===== src/rtl/jtcps2_keyload_pkg.sv =====
// Shared types and helpers for the CPS2 key loader: signature constants,
// load FSM states and the cfg word source mapping.
package jtcps2_keyload_pkg;

  localparam logic [7:0]  SUM_MASK = 8'hCF;
  localparam logic [11:0] SUM_XOR  = 12'h065;

  typedef enum logic [1:0] {
    IDLE = 2'd0,
    LOAD = 2'd1,
    DONE = 2'd2,
    OVF  = 2'd3
  } state_t;

  // Source word j for cfg word p (p=0 is the most significant word). Words
  // inside the key region are swapped in pairs; everything above is identity.
  function automatic int word_src(input int p, input int nwords, input int key_w);
    int kbase;
    kbase = nwords - key_w / 16;
    if (p < kbase) return p;
    return kbase + ((p - kbase) ^ 1);
  endfunction

endpackage


===== src/rtl/jtcps2_keyload_seq_if.sv =====
// Download stream in, decrypt key/range out. The master side is the ROM
// download logic, the slave side is the key loader.
interface jtcps2_keyload_seq_if #(
  parameter int NWORDS = 10,
  parameter int KEY_W  = 64,
  parameter int RNG_W  = 16
) ();

  localparam int CNT_W = $clog2(2 * NWORDS + 1);

  logic              din_start;
  logic [7:0]        din;
  logic              din_we;
  logic              key_vld;
  logic              key_ovf;
  logic [CNT_W-1:0]  byte_cnt;
  logic [11:0]       sum;
  logic [RNG_W-1:0]  addr_rng;
  logic [KEY_W-1:0]  key;

  modport master (
    output din_start, din, din_we,
    input  key_vld, key_ovf, byte_cnt, sum, addr_rng, key
  );

  modport slave (
    input  din_start, din, din_we,
    output key_vld, key_ovf, byte_cnt, sum, addr_rng, key
  );

endinterface


===== src/rtl/jtcps2_keyload_perm.sv =====
// Pure combinational bit permutation of the captured blob into the cfg words
// consumed by the CPU decrypter.
module jtcps2_keyload_perm #(
  parameter int NWORDS = 10,
  parameter int KEY_W  = 64
) (
  input  logic [16*NWORDS-1:0] raw,
  output logic [16*NWORDS-1:0] cfg
);
  import jtcps2_keyload_pkg::*;

  localparam int N = 16 * NWORDS;

  // Raw bit feeding position k (k=0 is the word MSB) of a word sourced from j.
  // The last two positions borrow the low bits of the previous byte, wrapping.
  function automatic int raw_idx(input int j, input int k);
    if (k < 6)   return 16 * j + 10 + k;
    if (k < 14)  return 16 * j + (k - 6);
    if (k == 14) return (16 * j - 8 + N) % N;
    return (16 * j - 7 + N) % N;
  endfunction

  for (genvar p = 0; p < NWORDS; p++) begin : g_word
    localparam int J = word_src(p, NWORDS, KEY_W);
    for (genvar k = 0; k < 16; k++) begin : g_bit
      assign cfg[N-1-16*p-k] = raw[raw_idx(J, k)];
    end
  end

endmodule


===== src/rtl/jtcps2_keyload_seq.sv =====
// CPS2 decryption-key loader: captures the key blob from the download stream,
// keeps a running signature, and presents the permuted key/range once the
// whole blob has arrived.
module jtcps2_keyload_seq
  import jtcps2_keyload_pkg::*;
#(
  parameter int NWORDS = 10,
  parameter int KEY_W  = 64,
  parameter int RNG_W  = 16
) (
  input  logic                 clk,
  input  logic                 rst_n,
  jtcps2_keyload_seq_if.slave  bus
);

  localparam int N      = 16 * NWORDS;
  localparam int NBYTES = 2 * NWORDS;
  localparam int CNT_W  = $clog2(NBYTES + 1);
  localparam logic [CNT_W-1:0] LAST_CNT = CNT_W'(NBYTES - 1);

  state_t            state, state_nxt;
  logic              last_we;
  logic              wr_ev;
  logic              capture;
  logic              set_ovf;
  logic [N-1:0]      raw;
  logic [N-9:0]      raw_keep;
  logic [11:0]       sum;
  logic [11:0]       sum_keep;
  logic [CNT_W-1:0]  byte_cnt;
  logic [CNT_W-1:0]  cnt_keep;
  logic              key_vld;
  logic              key_ovf;
  logic [N-1:0]      cfg;
  logic              unused_cfg;

  // Signature step: conditional XOR, then add the sign-extended byte mod 4096.
  function automatic logic [11:0] sig_step(input logic [11:0] s, input logic [7:0] d);
    logic signed [11:0] d_ext;
    logic [11:0]        base;
    d_ext = {{4{d[7]}}, d};
    base  = ((d & SUM_MASK) != 8'h00) ? (s ^ SUM_XOR) : s;
    return base + unsigned'(d_ext);
  endfunction

  assign wr_ev = bus.din_we & ~last_we;

  // A start pulse discards the old blob before any same-cycle byte is taken.
  assign raw_keep = bus.din_start ? '0 : raw[N-1:8];
  assign sum_keep = bus.din_start ? '0 : sum;
  assign cnt_keep = bus.din_start ? '0 : byte_cnt;

  // Load FSM next state and capture/overflow decisions.
  always_comb begin
    state_nxt = state;
    capture   = 1'b0;
    set_ovf   = 1'b0;
    if (bus.din_start) begin
      capture   = wr_ev;
      state_nxt = wr_ev ? LOAD : IDLE;
    end else begin
      case (state)
        IDLE: begin
          if (wr_ev) begin
            capture   = 1'b1;
            state_nxt = LOAD;
          end
        end
        LOAD: begin
          if (wr_ev) begin
            capture = 1'b1;
            if (byte_cnt == LAST_CNT) state_nxt = DONE;
          end
        end
        DONE: begin
          if (wr_ev) begin
            set_ovf   = 1'b1;
            state_nxt = OVF;
          end
        end
        OVF: begin
          set_ovf = wr_ev;
        end
        default: state_nxt = IDLE;
      endcase
    end
  end

  // FSM state register.
  always_ff @(posedge clk) begin
    if (!rst_n) state <= IDLE;
    else        state <= state_nxt;
  end

  // Strobe edge tracking and status flags; key_vld lags DONE by one cycle.
  always_ff @(posedge clk) begin
    if (!rst_n) begin
      last_we <= 1'b0;
      key_vld <= 1'b0;
      key_ovf <= 1'b0;
    end else begin
      last_we <= bus.din_we;
      key_vld <= ~bus.din_start & ((state == DONE) | (state == OVF));
      if (bus.din_start)  key_ovf <= 1'b0;
      else if (set_ovf)   key_ovf <= 1'b1;
    end
  end

  // Blob shift register, signature and byte count.
  always_ff @(posedge clk) begin
    if (!rst_n) begin
      raw      <= '0;
      sum      <= '0;
      byte_cnt <= '0;
    end else if (capture) begin
      raw      <= {bus.din, raw_keep};
      sum      <= sig_step(sum_keep, bus.din);
      byte_cnt <= cnt_keep + CNT_W'(1);
    end else if (bus.din_start) begin
      raw      <= '0;
      sum      <= '0;
      byte_cnt <= '0;
    end
  end

  jtcps2_keyload_perm #(
    .NWORDS (NWORDS),
    .KEY_W  (KEY_W)
  ) u_perm (
    .raw (raw),
    .cfg (cfg)
  );

  // The middle cfg words are not routed anywhere in this configuration.
  assign unused_cfg = ^cfg;

  assign bus.key_vld  = key_vld;
  assign bus.key_ovf  = key_ovf;
  assign bus.byte_cnt = byte_cnt;
  assign bus.sum      = sum;
  assign bus.key      = key_vld ? cfg[KEY_W-1:0] : '0;
  assign bus.addr_rng = key_vld ? cfg[N-1 -: RNG_W] : '0;

endmodule


===== src/flat_wrapper.sv =====
// flat-port wrapper written by rule: the top's interface ports become plain ports
module jtcps2_keyload_seq_flat import jtcps2_keyload_pkg::*;
#(
  parameter int NWORDS = 10,
  parameter int KEY_W  = 64,
  parameter int RNG_W  = 16
)
  (clk, rst_n, bus_din_start, bus_din, bus_din_we, bus_key_vld, bus_key_ovf, bus_byte_cnt, bus_sum, bus_addr_rng, bus_key);
  jtcps2_keyload_seq_if #(.NWORDS(NWORDS), .KEY_W(KEY_W), .RNG_W(RNG_W)) bus_i ();
  input  logic clk;
  input  logic rst_n;
  input wire logic [$bits(bus_i.din_start)-1:0] bus_din_start;
  input wire logic [$bits(bus_i.din)-1:0] bus_din;
  input wire logic [$bits(bus_i.din_we)-1:0] bus_din_we;
  output wire logic [$bits(bus_i.key_vld)-1:0] bus_key_vld;
  output wire logic [$bits(bus_i.key_ovf)-1:0] bus_key_ovf;
  output wire logic [$bits(bus_i.byte_cnt)-1:0] bus_byte_cnt;
  output wire logic [$bits(bus_i.sum)-1:0] bus_sum;
  output wire logic [$bits(bus_i.addr_rng)-1:0] bus_addr_rng;
  output wire logic [$bits(bus_i.key)-1:0] bus_key;
  assign bus_i.din_start = bus_din_start;
  assign bus_i.din = bus_din;
  assign bus_i.din_we = bus_din_we;
  assign bus_key_vld = bus_i.key_vld;
  assign bus_key_ovf = bus_i.key_ovf;
  assign bus_byte_cnt = bus_i.byte_cnt;
  assign bus_sum = bus_i.sum;
  assign bus_addr_rng = bus_i.addr_rng;
  assign bus_key = bus_i.key;
  jtcps2_keyload_seq #(.NWORDS(NWORDS), .KEY_W(KEY_W), .RNG_W(RNG_W)) u_core (.clk(clk), .rst_n(rst_n), .bus(bus_i));
endmodule

===== config.mk =====
export PLATFORM = sky130hd
export DESIGN_NAME = jtcps2_keyload_seq_flat
export DESIGN_NICKNAME = d
export VERILOG_FILES = /design/src/rtl/jtcps2_keyload_pkg.sv /design/src/rtl/jtcps2_keyload_seq_if.sv /design/src/rtl/jtcps2_keyload_perm.sv /design/src/rtl/jtcps2_keyload_seq.sv /design/src/flat_wrapper.sv
export SDC_FILE = /design/constraint.sdc
export NUM_CORES = 1
export LEC_CHECK = 0
export CORE_MARGIN = 5
export CORE_UTILIZATION = 61
export CTS_BUF_LIST = sky130_fd_sc_hd__clkbuf_2
export DETAILED_ROUTE_END_ITERATION = 6
export MAX_ROUTING_LAYER = met4
export PLACE_DENSITY_LB_ADDON = 0.15
export SETUP_SLACK_MARGIN = 0.02
export SLEW_MARGIN = 10
export SYNTH_ARGS = -nofsm -noshare
export SYNTH_HDL_FRONTEND = slang
export SYNTH_SLANG_ARGS = --single-unit

===== constraint.sdc =====
create_clock -name clk -period 6.9 [get_ports clk]
set_clock_uncertainty 0.05 [all_clocks]
set_input_delay 2.07 -clock clk [delete_from_list [all_inputs] [get_ports clk]]
set_output_delay 2.07 -clock clk [all_outputs]
set_load 0.01 [all_outputs]

==> results of run 1 <==
==> final timing paths <==
path / end / slack [ns] / depth (start not counted)
setup reg to reg: u_core.raw[10] / 4.23 / 6
hold reg to reg: u_core.raw[146] / 0.39 / 2
setup / recovery: bus_addr_rng[9] / 2.10 / 2
hold / removal: u_core.raw[146] / 0.39 / 2
==> area by class of cell <==
cell class / count / area, um2
multi-input cells: 717 / 3660
flip-flops and latches: 182 / 3640
fillers: 994 / 3200
repair buffers: 118 / 1170
well taps: 168 / 210
clock buffers: 22 / 110
clock inverters: 9 / 80.1
inverters: 9 / 33.8
==> synthesized netlist by cell type (3+ instances only) <==
cell	instances
a21oi_1	161
inv_1	9
o21ai_0	22
and2_1	87
nand4_1	4
clkbuf_1	35
a211oi_1	3
xor2_1	6
buf_2	33
nand3_1	4
a21boi_0	9
nand2b_1	11
nand3b_1	9
nor2b_1	10
dfxtp_1	182
nand2_1	326
xnor2_1	9
ha_1	18
nor2_1	13
==> cell families after synthesis <==
family / after synthesis / synth area share, %
simple gates: 471 / 27.7
mux: 2 / 0.263
xor+xnor: 15 / 1.72
flops: 182 / 47.8
fa+ha+maj: 19 / 3.22
compound gates: 210 / 15.0
buf+inv: 77 / 4.33
==> power groups by stage <==
stage / clock [uW] / sequential (uW) / combinational (uW)
after CTS: 480 / 1070 / 174
after global placement: 0 / 1090 / 175
final: 469 / 1070 / 175
after floorplan: 0 / 1090 / 126
after detailed placement: 0 / 1090 / 174
after global routing: 526 / 1080 / 194
==> sequential cells by signal, indices dropped and copies added (netlist names) <==
name	flops
u_core.bus.byte_cnt	5
u_core.bus.key_ovf	1
u_core.bus.key_vld	1
u_core.bus.sum	12
u_core.last_we	1
u_core.raw	160
u_core.state	2
==> layer usage <==
metal | routed length [um] | up-vias | share of wire (%) | track usage, %
met2 | 7980 | 151 | 47 | 36.0
met5 | 0 | - | 0 | -
li1 | - | 3292 | - | -
met3 | 842 | 22 | 5.0 | 6.17
met1 | 7840 | 3012 | 47 | 31.8
met4 | 178 | 0 | 1.1 | 6.72
==> through the flow <==
step | instance area (um2) | cells | hold WS (ns)
after floorplan | 7630 | 976 | 0.382
after global placement | 8720 | 1194 | 0.387
after detailed placement | 8720 | 1194 | 0.392
after CTS | 8910 | 1225 | 0.408
after global routing | 8910 | 1225 | 0.412
final | 8910 | 1225 | 0.389
==> critical path, cell delays in order (launching register included) <==
cell and delay, ns:
dfxtp_2 1.10, and2_1 0.30, clkdlybuf4s50_1 0.56
==> flow_summary_export.csv, run 1 <==
group,metric,value,unit
outcome,status,"finished clean",
die,fp.coreArea,0.0121,mm2
synth,synth_area,0.00763,mm2
die,fp-row-count,40,
power,irDropWorstVdd,0.000159,V
synth,synth-edff-count,0,
power,intPower,1260,uW
setup_path,critPathLaunch,"u_core.bus.key_vld",
layout,n_antenna_cell,0,
drt,num_vias,6477,
synth,synthDistinctLibCells,39,
setup_path,end_kind,"output port",
placed_design,post-place-ws,1.77,ns
grt,grt_use_total,23.8,%
sta,tns,0,ns
sta,fin_crit,4.80,ns
sta,setup_viol,0,
die,die_h,122,um
synth,synth_ff_type,"dfxtp_1",
clock_tree,cts_hold_buf,0,
sta,worst_pin_slew,1.18,ns
clock_tree,cts_buffer_depth,2,
clock_tree,post_cts_buffers,0,
job,drv_cap,0,
synth,yosysTopAreaCell,"dfxtp_1",
power,finalPower,1720,uW
die,start_util,63.0,%
clock_tree,clkTransAtPathRegs,0.24,ns
setup_path,crit_type,"register to output port",
power,p_seq_share,62.5,%
grt,grt_overflow,0,
synth,ys_warn_count,0,
setup_path,cp.arrival,2.68,ns
placed_design,place_hpwl,11000,um
sta,slew_headroom,21.3,%
worst_hold_path,min_from,"u_core.raw[154]",
synth,async_reset_ff_share,0,%
power,switching_share,26.9,%
synth,synthesis.nets,1007,
layout,layout_commonest_cell,"nand2_1",
drt,vias_per_cell,5.29,
grt,antenna_found_initial,0,
sta,max_freq,208,MHz
sta,grt_setup_unrepaired,"false",
sta,hold_viol_final,0,
synth,ys_top_cells_by_area,"dfxtp_1, nand2_1, a21oi_1",
grt,grt_max_degree,117,
layout,syn_to_final_growth,16.9,%
clock_tree,cts_tree,"done",
power,netSwitchingPower,462,uW
power,combPwrFrac,10.2,%
clock_tree,clock_sinks,182,
synth,synth_cells,976,
synth,ys_seq_elements,182,
layout,layout.nets,1076,
power,p_leak,0.00292,uW
layout,mostFrequentLayoutCells,"nand2_1, dfxtp_1, a21oi_1",
drt,drt_iter0_markers,580,
die,top_level_ports,111,
clock_tree,clkLatencyLatePin,0.75,ns
layout,fin_util,73.6,%
setup_path,required,4.78,ns
sta,drv_slew,0,
drt,wirelength,16800,um
drt,drc,0,
placed_design,place.gp.congestion,0.921,
clock_tree,cts-root-buf,"clkbuf_2",
clock_tree,numCtsBuffers,17,
layout,drive_gt1_share,3.97,%
power,clkPwrFrac,27.3,%
grt,grt_pass1_wl,27800,um
worst_hold_path,hp-class,"register to register",
setup_path,critPathMaxFanout,81,
placed_design,port_buffers,110,
clock_tree,cts_resized,0,
power,power-per-cell-area,193,mW/mm2
synth,synth_top_cell_area_share,47.8,%
clock_tree,htree_levels,4,
sta,final.setup.worst_slack,2.10,ns
die,die_x,122,um
die,dieArea,0.0148,mm2
drt,drtAntennaViolNets,0,
grt,grt_pass1_vias,5812,
setup_path,cp-start-kind,"register",
drt,wl_per_cell,13.8,um
drt,first_pass_iters,6,
setup_path,crit-reg2reg-launch,"u_core.state[1]",
synth,synth.avg_cell_area,7.81,um2
sta,finalCritPeriodShare,69.5,%
synth,ys_seq_area_share,47.8,%
No activity file was read; power rests on OpenSTA's default activity.
==> run 2: changes to the inputs <==
CORE_UTILIZATION = 51   (was 61)
clock period = 4.4 ns   (was 6.9 ns; I/O delays follow)
==> run 2 against run 1 <==
- final area up 2.3%
- utilization down 11 points
- non-clock buffer count up 10
- worst hold slack got worse by 0.0058 ns
- first-iteration DRC count fell by 7.9%
- via count is 1.7% lower
- power is 66% higher
- sequential power rose by 57%
- cell count rose by 2.2%
==> flow_summary_export.csv, run 2 (synthesized netlist as in run 1, its figures left out) <==
group,metric,value,unit
setup_path,required,3.03,ns
layout,largest_reg_flops,160,
layout,drive_gt1_share,4.87,%
power,netSwitchingPower,762,uW
drt,vias_per_cell,5.09,
sta,hold_viol_final,0,
sta,max_freq,257,MHz
drt,drt_iter0_markers,534,
sta,drv_slew,0,
clock_tree,cts_buffer_depth,2,
layout,reg_top3,"u_core.raw (160), u_core.bus.sum (12), u_core.bus.byte_cnt (5)",
power,switching_share,26.7,%
clock_tree,clkTransAtPathRegs,0.25,ns
placed_design,place_hpwl,11000,um
drt,drc,0,
setup_path,rr_worst_depth,11,
power,p_leak,0.00301,uW
power,irDropWorstVdd,0.000257,V
drt,num_vias,6370,
worst_hold_path,hp-class,"register to register",
layout,mostFrequentLayoutCells,"nand2_1, dfxtp_1, a21oi_1",
sta,fin_crit,3.89,ns
layout,seq_area,0.00364,mm2
drt,drtAntennaViolNets,0,
layout,largest_register,"u_core.raw",
clock_tree,cts-root-buf,"clkbuf_2",
placed_design,place_area,0.00887,mm2
worst_hold_path,hold_depth,2,
grt,grt_overflow,0,
clock_tree,htree_levels,4,
clock_tree,cts_hold_buf,0,
power,power-per-cell-area,313,mW/mm2
die,die_x,132,um
clock_tree,cts_resized,0,
worst_hold_path,min_from,"u_core.raw[45]",
die,fp.coreArea,0.0146,mm2
sta,setup_viol,0,
clock_tree,post_cts_buffers,0,
die,top_level_ports,111,
layout,layout.nets,1086,
layout,multi_input_area,0.00366,mm2
placed_design,place.gp.congestion,0.834,
setup_path,crit-reg2reg-launch,"u_core.bus.sum[0]",
power,p_seq_share,59.0,%
layout,fin_area,0.00911,mm2
setup_path,crit_type,"register to output port",
layout,layout_commonest_cell,"nand2_1",
layout,n_antenna_cell,0,
grt,grt_use_total,19.9,%
placed_design,port_buffers,110,
drt,first_pass_iters,5,
setup_path,critPathMaxFanout,41,
setup_path,r2r_slack,2.00,ns
grt,grt_max_degree,113,
die,fp-row-count,44,
die,dieArea,0.0175,mm2
sta,finalCritPeriodShare,88.4,%
grt,grt_pass1_vias,5776,
die,die_h,132,um
clock_tree,clock_sinks,182,
power,clkPwrFrac,30.8,%
clock_tree,cts_tree,"done",
layout,fillers,1393,
setup_path,r2r_end,"u_core.bus.sum[10]",
power,combPwrFrac,10.2,%
setup_path,end_kind,"output port",
sta,slew_headroom,61.1,%
power,intPower,2090,uW
setup_path,cp-start-kind,"register",
layout,syn_to_final_growth,19.5,%
worst_hold_path,holdPathEnd,"u_core.raw[37]",
job,drv_cap,0,
sta,worst_pin_slew,0.583,ns
grt,antenna_found_initial,0,
grt,grt_pass1_wl,28400,um
setup_path,cp.arrival,2.52,ns
clock_tree,clkLatencyLatePin,0.74,ns
clock_tree,numCtsBuffers,17,
die,start_util,52.3,%
drt,wirelength,16900,um
drt,wl_per_cell,13.5,um
sta,tns,0,ns
sta,grt_setup_unrepaired,"false",
outcome,status,"finished clean",
setup_path,critPathLaunch,"u_core.bus.key_vld",
[run 2: final cells by class]
class	instances	area share, %
timing repair buffer	128	14.2
clock buffer	18	0.988
inverter	9	0.371
multi-input combinational	717	40.2
sequential	182	40.0
tap	184	2.53
clock inverter	14	1.72
[run 2: worst max-delay path by stage]
| stage | end | slack, ns | cells past startpoint |
|---|---|---|---|
| floorplan | u_core.bus.sum[10] | 0.68 | 13 |
| global placement | u_core.bus.sum[10] | 0.24 | 13 |
| detailed placement | u_core.bus.sum[10] | 0.18 | 13 |
| CTS | bus_key[38] | 0.42 | 3 |
| global route | bus_key[55] | 0.31 | 3 |
| finish | bus_key[38] | 0.51 | 3 |
[run 2: worst max-delay path: stages, from the launching register on]
cell and delay (ns):
dfxtp_2 0.76, buf_4 0.32, and2_1 0.17, clkdlybuf4s50_1 0.54
[run 2: metrics by stage]
stage,instances,total power [uW],setup slack [ns],util [%],hold WS [ns]
global route,1252,2990,0.311,62.5,0.396
CTS,1252,2880,0.421,62.5,0.403
global placement,1220,2010,0.245,60.8,0.387
detailed placement,1220,2010,0.183,60.8,0.391
floorplan,976,1910,0.678,-,0.382
finish,1252,2850,0.512,62.5,0.383
[run 2: power groups by stage]
stage / combinational, uW / sequential [uW] / clock, uW
4_1_cts: 294 / 1680 / 904
3_3_place_gp: 292 / 1710 / 0
5_1_grt: 327 / 1690 / 972
3_5_place_dp: 293 / 1710 / 0
2_1_floorplan: 198 / 1710 / 0
6_report: 291 / 1680 / 877
[run 2: routing by layer]
| layer | up-vias | wire (um) | global-route usage, % |
|---|---|---|---|
| li1 | 3320 | - | - |
| met1 | 2931 | 8360 | 27.9 |
| met2 | 107 | 7620 | 29.1 |
| met3 | 12 | 714 | 4.81 |
| met4 | 0 | 174 | 4.75 |
| met5 | - | 0 | - |
